File: config.mk
export PLATFORM = sky130hd
export DESIGN_NAME = program_sequencer
export DESIGN_NICKNAME = d
export VERILOG_FILES = /design/src/rtl/program_sequencer.sv
export SDC_FILE = /design/constraint.sdc
export NUM_CORES = 1
export LEC_CHECK = 0
export CAP_MARGIN = 20
export CORE_MARGIN = 1.5
export CORE_UTILIZATION = 44
export CTS_CLUSTER_SIZE = 28
export DETAILED_ROUTE_END_ITERATION = 10
export GPL_ROUTABILITY_DRIVEN = 0
export PLACE_DENSITY = 0.85
export RECOVER_POWER = 25
export SLEW_MARGIN = 15
export SYNTH_ARGS = -nofsm -noshare
export SYNTH_HDL_FRONTEND = slang
export SYNTH_SLANG_ARGS = --single-unit
File: constraint.sdc
create_clock -name clk -period 1.81 [get_ports clk]
set_input_delay 0.2715 -clock clk [delete_from_list [all_inputs] [get_ports clk]]
set_output_delay 0.2715 -clock clk [all_outputs]
set_load 0.02 [all_outputs]
File: src/rtl/program_sequencer.sv
// Fetch/sequencing block for the nic8 datapath: program counter, instruction register,
// run/halt control and executed-instruction counter. Optional single-step via PROGRAM_SEQUENCER_STEP_EN.

module program_sequencer #(
    parameter logic [7:0] HALT_OPCODE = 8'h3F,
    parameter int         COUNT_W     = 16
) (
    input  logic               clk,
    input  logic               reset,
    input  logic [7:0]         dataBus,
    input  logic               assertBarRom,
    input  logic               loadIRBar,
    input  logic               doJump,
    input  logic               run,
`ifdef PROGRAM_SEQUENCER_STEP_EN
    input  logic               stepReq,
    output logic               stepAck,
`endif
    output logic [7:0]         ir,
    output logic [7:0]         pc,
    output logic               stall,
    output logic               halted,
    output logic [COUNT_W-1:0] instrCount
);

    // state   | meaning
    // RUN     | normal fetch/execute
    // HALT    | frozen; strobes ignored, stall asserted
    // STEP    | one fetch plus one instruction, then back to HALT
    typedef enum logic [1:0] {
        ST_RUN  = 2'd0,
        ST_HALT = 2'd1,
        ST_STEP = 2'd2
    } state_t;

    state_t             state_q, state_d;
    logic [7:0]         pc_q, pc_d;
    logic [7:0]         ir_q, ir_d;
    logic [COUNT_W-1:0] cnt_q, cnt_d;
    logic               run_q, run_d;

    logic [7:0]         exec_pc;
    logic [7:0]         exec_ir;
    logic [COUNT_W-1:0] exec_cnt;
    logic               halt_load;

`ifdef PROGRAM_SEQUENCER_STEP_EN
    logic               step_req_q, step_req_d;
    logic               step_ack_q, step_ack_d;
    logic               step_phase_q, step_phase_d;
`endif

    // What a single executing edge would produce; shared by RUN and STEP.
    always_comb begin
        exec_pc   = pc_q;
        exec_ir   = 8'h00;
        exec_cnt  = cnt_q;
        halt_load = 1'b0;
        if (doJump) begin
            exec_pc = dataBus;
        end else if (!assertBarRom) begin
            exec_pc = pc_q + 8'd1;
        end
        if (!loadIRBar) begin
            exec_ir   = dataBus;
            halt_load = (dataBus == HALT_OPCODE);
        end
        if ((ir_q != 8'h00) && (cnt_q != {COUNT_W{1'b1}})) begin
            exec_cnt = cnt_q + {{(COUNT_W-1){1'b0}}, 1'b1};
        end
    end

    always_comb begin
        state_d = state_q;
        pc_d    = pc_q;
        ir_d    = ir_q;
        cnt_d   = cnt_q;
        run_d   = run;
`ifdef PROGRAM_SEQUENCER_STEP_EN
        step_req_d   = stepReq;
        step_ack_d   = step_ack_q && stepReq;
        step_phase_d = step_phase_q;
`endif
        case (state_q)
            ST_RUN: begin
                if (!run && (ir_q == 8'h00)) begin
                    state_d = ST_HALT;
                end else begin
                    pc_d  = exec_pc;
                    ir_d  = exec_ir;
                    cnt_d = exec_cnt;
                    if (halt_load) begin
                        state_d = ST_HALT;
                    end
                end
            end
            ST_HALT: begin
                // Leaving HALT needs a fresh rise of run, so a halt opcode holds even with run high.
                if (run && !run_q) begin
                    state_d = ST_RUN;
                    if (ir_q == HALT_OPCODE) begin
                        ir_d = 8'h00;
                    end
                end
`ifdef PROGRAM_SEQUENCER_STEP_EN
                else if (stepReq && !step_req_q && !step_ack_q) begin
                    state_d      = ST_STEP;
                    step_phase_d = 1'b0;
                    if (ir_q == HALT_OPCODE) begin
                        ir_d = 8'h00;
                    end
                end
`endif
            end
`ifdef PROGRAM_SEQUENCER_STEP_EN
            ST_STEP: begin
                pc_d  = exec_pc;
                ir_d  = exec_ir;
                cnt_d = exec_cnt;
                if (halt_load || step_phase_q) begin
                    state_d    = ST_HALT;
                    step_ack_d = 1'b1;
                end else begin
                    step_phase_d = 1'b1;
                end
            end
`endif
            default: begin
                state_d = ST_RUN;
            end
        endcase
    end

    always_ff @(posedge clk) begin
        if (reset) begin
            state_q <= ST_RUN;
            pc_q    <= 8'h00;
            ir_q    <= 8'h00;
            cnt_q   <= '0;
            run_q   <= 1'b0;
        end else begin
            state_q <= state_d;
            pc_q    <= pc_d;
            ir_q    <= ir_d;
            cnt_q   <= cnt_d;
            run_q   <= run_d;
        end
    end

`ifdef PROGRAM_SEQUENCER_STEP_EN
    always_ff @(posedge clk) begin
        if (reset) begin
            step_req_q   <= 1'b0;
            step_ack_q   <= 1'b0;
            step_phase_q <= 1'b0;
        end else begin
            step_req_q   <= step_req_d;
            step_ack_q   <= step_ack_d;
            step_phase_q <= step_phase_d;
        end
    end

    assign stepAck = step_ack_q;
`endif

    assign ir         = ir_q;
    assign pc         = pc_q;
    assign instrCount = cnt_q;
    assign halted     = (state_q == ST_HALT);
    assign stall      = (state_q == ST_HALT);

endmodule

==> results.json <==
{
  "critPathKind": "flip-flop to flip-flop",
  "antenna_found_initial": 0,
  "final_antenna_net_count": 0,
  "synth_top_cell_by_area": "dfxtp_1",
  "totalPowerFinal_w": 0.002172,
  "power_frac_seq_pct": 39.7,
  "ys_top_cells_by_count": "34 x dfxtp_1, 23 x a21oi_1, 16 x nand2_1",
  "drtIter0Drc": 167,
  "cts-buffers-inserted": 5,
  "p_per_area_nw_per_um2": 806.5,
  "yosysUniqueCellTypes": 46,
  "syn-num-nets": 237,
  "dr.pass1.iters": 4,
  "wl_um": 5050,
  "die_x_um": 68.75,
  "clockRootBuffer": "clkbuf_8",
  "fin_nets": 300,
  "grt-ovfl-total": 0,
  "post_drt_wl_per_cell_um": 15.07,
  "clk_path_buf_depth": 2,
  "final_util_pct": 65.89,
  "ys_seq_area_share_pct": 35.79,
  "clkPwrFrac_pct": 30.5,
  "crit_path_max_fanout": 6,
  "max_freq_mhz": 578.8,
  "fin_ws_ns": 0.08240,
  "yosysWarningCount": 0,
  "cts_max_level": 2,
  "fin_crit_ns": 1.728,
  "min_path_cells": 2,
  "multiInputGateArea_sq_um": 1150,
  "vias": 2018,
  "start_util_pct": 46.54,
  "min_from": "pc[6]$_SDFFE_PP0P_",
  "netlist_area_sq_um": 1902,
  "yosysTopAreaCellShare_pct": 35.79,
  "track_usage_pct": 21.70,
  "finalHoldViolations": 0,
  "synth_edf_count": 0,
  "p_leak_nw": 0.9494,
  "die-area_sq_um": 4726,
  "whs_ns": 0.4840,
  "setup_tns_ns": 0,
  "crit_buf_inv": 0,
  "finClkSkew_ns": 0.005538,
  "io_buffers": 47,
  "cp_cell_sequence": "ha_1 > nand3_2 > a2111oi_4 > and4b_1 > mux2_2",
  "core_area_sq_um": 4086,
  "power.switching_w": 0.0006736,
  "synth_seq_cells": 34,
  "clk_pin_slew_worst_paths_ns": 0.07,
  "power.internal_w": 0.001498,
  "grt_max_degree": 38,
  "ios": 48,
  "cp-end-kind": "flip-flop",
  "ys_top_cells_by_area": "dfxtp_1 36%, a21oi_1 6.1%, nand3b_1 5.5%, nand2_1 3.2%, nand4_1 3.0%",
  "avgViaCountPerCell": 6.024,
  "clock-sinks": 34,
  "start_kind": "flip-flop",
  "tightest_slew_ns": 0.3691,
  "drc": 0,
  "synthFlopType": "dfxtp_1",
  "rows": 23,
  "num-fill-cells": 340,
  "drv_cap": 0,
  "rrSetupSlack_ns": 0.08,
  "rr_worst_depth": 5,
  "hpwl_um": 3562,
  "clk-insertion-delay-late_ns": 0.29,
  "peakVddDrop_uv": 628.8,
  "dp_slack_ns": 0.06740,
  "critPathArrivalTime_ns": 1.91,
  "async_flop_share_pct": 0,
  "netSwitchingFraction_pct": 31.02,
  "ff_latch_area_sq_um": 684.4,
  "reg2reg_to": "instrCount[10]$_SDFFE_PP0P_",
  "cts_tree": "built",
  "required_ns": 1.99,
  "slowest_stage": "dfxtp_2",
  "drive_gt1_share_pct": 17.54,
  "status": "finished, final reports clean",
  "power_frac_comb_pct": 29.7,
  "critPathTopFamily": "simple AND/OR/NAND/NOR gates",
  "syn_inst": 221,
  "avgSynthCellArea_sq_um": 8.606,
  "synth.most_common_cell": "dfxtp_1",
  "antenna_cells": 0,
  "areaGrowthSynthToFinish_pct": 41.58,
  "setup_viol_count_final": 0,
  "slowest_delay_ns": 0.36,
  "maxSlewViolCount": 0,
  "grt_pass1_vias": 1784,
  "r2r_start": "instrCount[1]$_SDFFE_PP0P_",
  "grt_first_pass_wirelength_um": 7783,
  "die_height_um": 68.75,
  "maxSlewHeadroom_pct": 75.07,
  "min_path_type": "flip-flop to flip-flop",
  "crit_start": "instrCount[1]$_SDFFE_PP0P_",
  "holdPathEnd": "pc[6]$_SDFFE_PP0P_",
  "period_share_pct": 95.45
}
## layer usage
layer / up-vias / GRT usage [%] / share of wire (%)
met5: - / 0 / 0
met4: 0 / 10.54 / 2.1
met3: 11 / 3.896 / 4.5
met2: 66 / 36.54 / 50
met1: 967 / 26.60 / 44
li1: 974 / - / -
## power by group through the flow
stage / sequential (W) / combinational (W) / clock (W)
floorplan: 0.000935 / 0.000336 / 0
global route: 0.000870 / 0.000696 / 0.000701
global placement: 0.000876 / 0.000626 / 0
detailed placement: 0.000879 / 0.000633 / 0
CTS: 0.000861 / 0.000638 / 0.000661
finish: 0.000863 / 0.000646 / 0.000663
## stage by stage
stage,area (sq um),instances
global placement,2556,326
finish,2693,335
detailed placement,2556,326
floorplan,1917,221
global route,2693,335
CTS,2666,334
## worst min-delay path, cell delays in order, from the launching register on
cell and delay, ns:
dfxtp_1 0.33, nand2_1 0.06, o21ai_1 0.05
## what timing repair did
item	in CTS	in global routing
hold buffers	0	0
gates resized for setup	0	5
setup endpoints to repair	0	6
buffers inserted	0	1
## layout by cell type, fill, tap and decap left out, types with 2 or more instances in the layout
cell type and instances:
and4_1 2, clkbuf_8 8, o21a_1 2, and4b_1 2
buf_4 21, nor2b_1 5, ha_1 2, nand3_1 9
o41ai_1 4, dlygate4sd3_1 3, a32o_1 2, inv_1 6
nand4_1 9, o21ai_0 7, or3_1 3, a31oi_1 3
or4_1 7, and3_1 3, nand3b_1 14, mux2_1 2
dfxtp_1 31, nor4_1 6, dfxtp_2 3, mux2_2 2
or4_4 2, nand2_1 16, clkdlybuf4s50_1 44, nor2_1 14
o31ai_1 7, a22oi_1 2, a21oi_1 23
## worst max-delay path by stage
| stage | depth (start not counted) | end |
|---|---|---|
| 6_report | 5 | instrCount[10]$_SDFFE_PP0P_ |
| 5_1_grt | 5 | instrCount[10]$_SDFFE_PP0P_ |
| 4_1_cts | 6 | instrCount[6]$_SDFFE_PP0P_ |
| 3_5_place_dp | 6 | instrCount[6]$_SDFFE_PP0P_ |
| 3_3_place_gp | 5 | ir[5]$_SDFFE_PP0P_ |
| 2_1_floorplan | 5 | instrCount[15]$_SDFFE_PP0P_ |
## layout make-up
cell class              instances  area share (%)
clock buffers                   8           4.089
inverters                       6          0.8364
multi-input cells             166           42.70
flip-flops and latches         34           25.42
well taps                      50           2.323
repair buffers                 71           24.63
## cell families after synthesis
family,share of synthesized area [%]
simple gates,31.71
compound gates,22.63
flops,35.79
buf+inv,5.658
mux,2.895
fa+ha+maj,1.316
## flip-flops by register name, indices dropped and copies added (netlist names)
name and cells:
run_q 1, state_q 1, instrCount 16, pc 8, ir 8
Note: power is estimated with default switching activity, not from simulation.
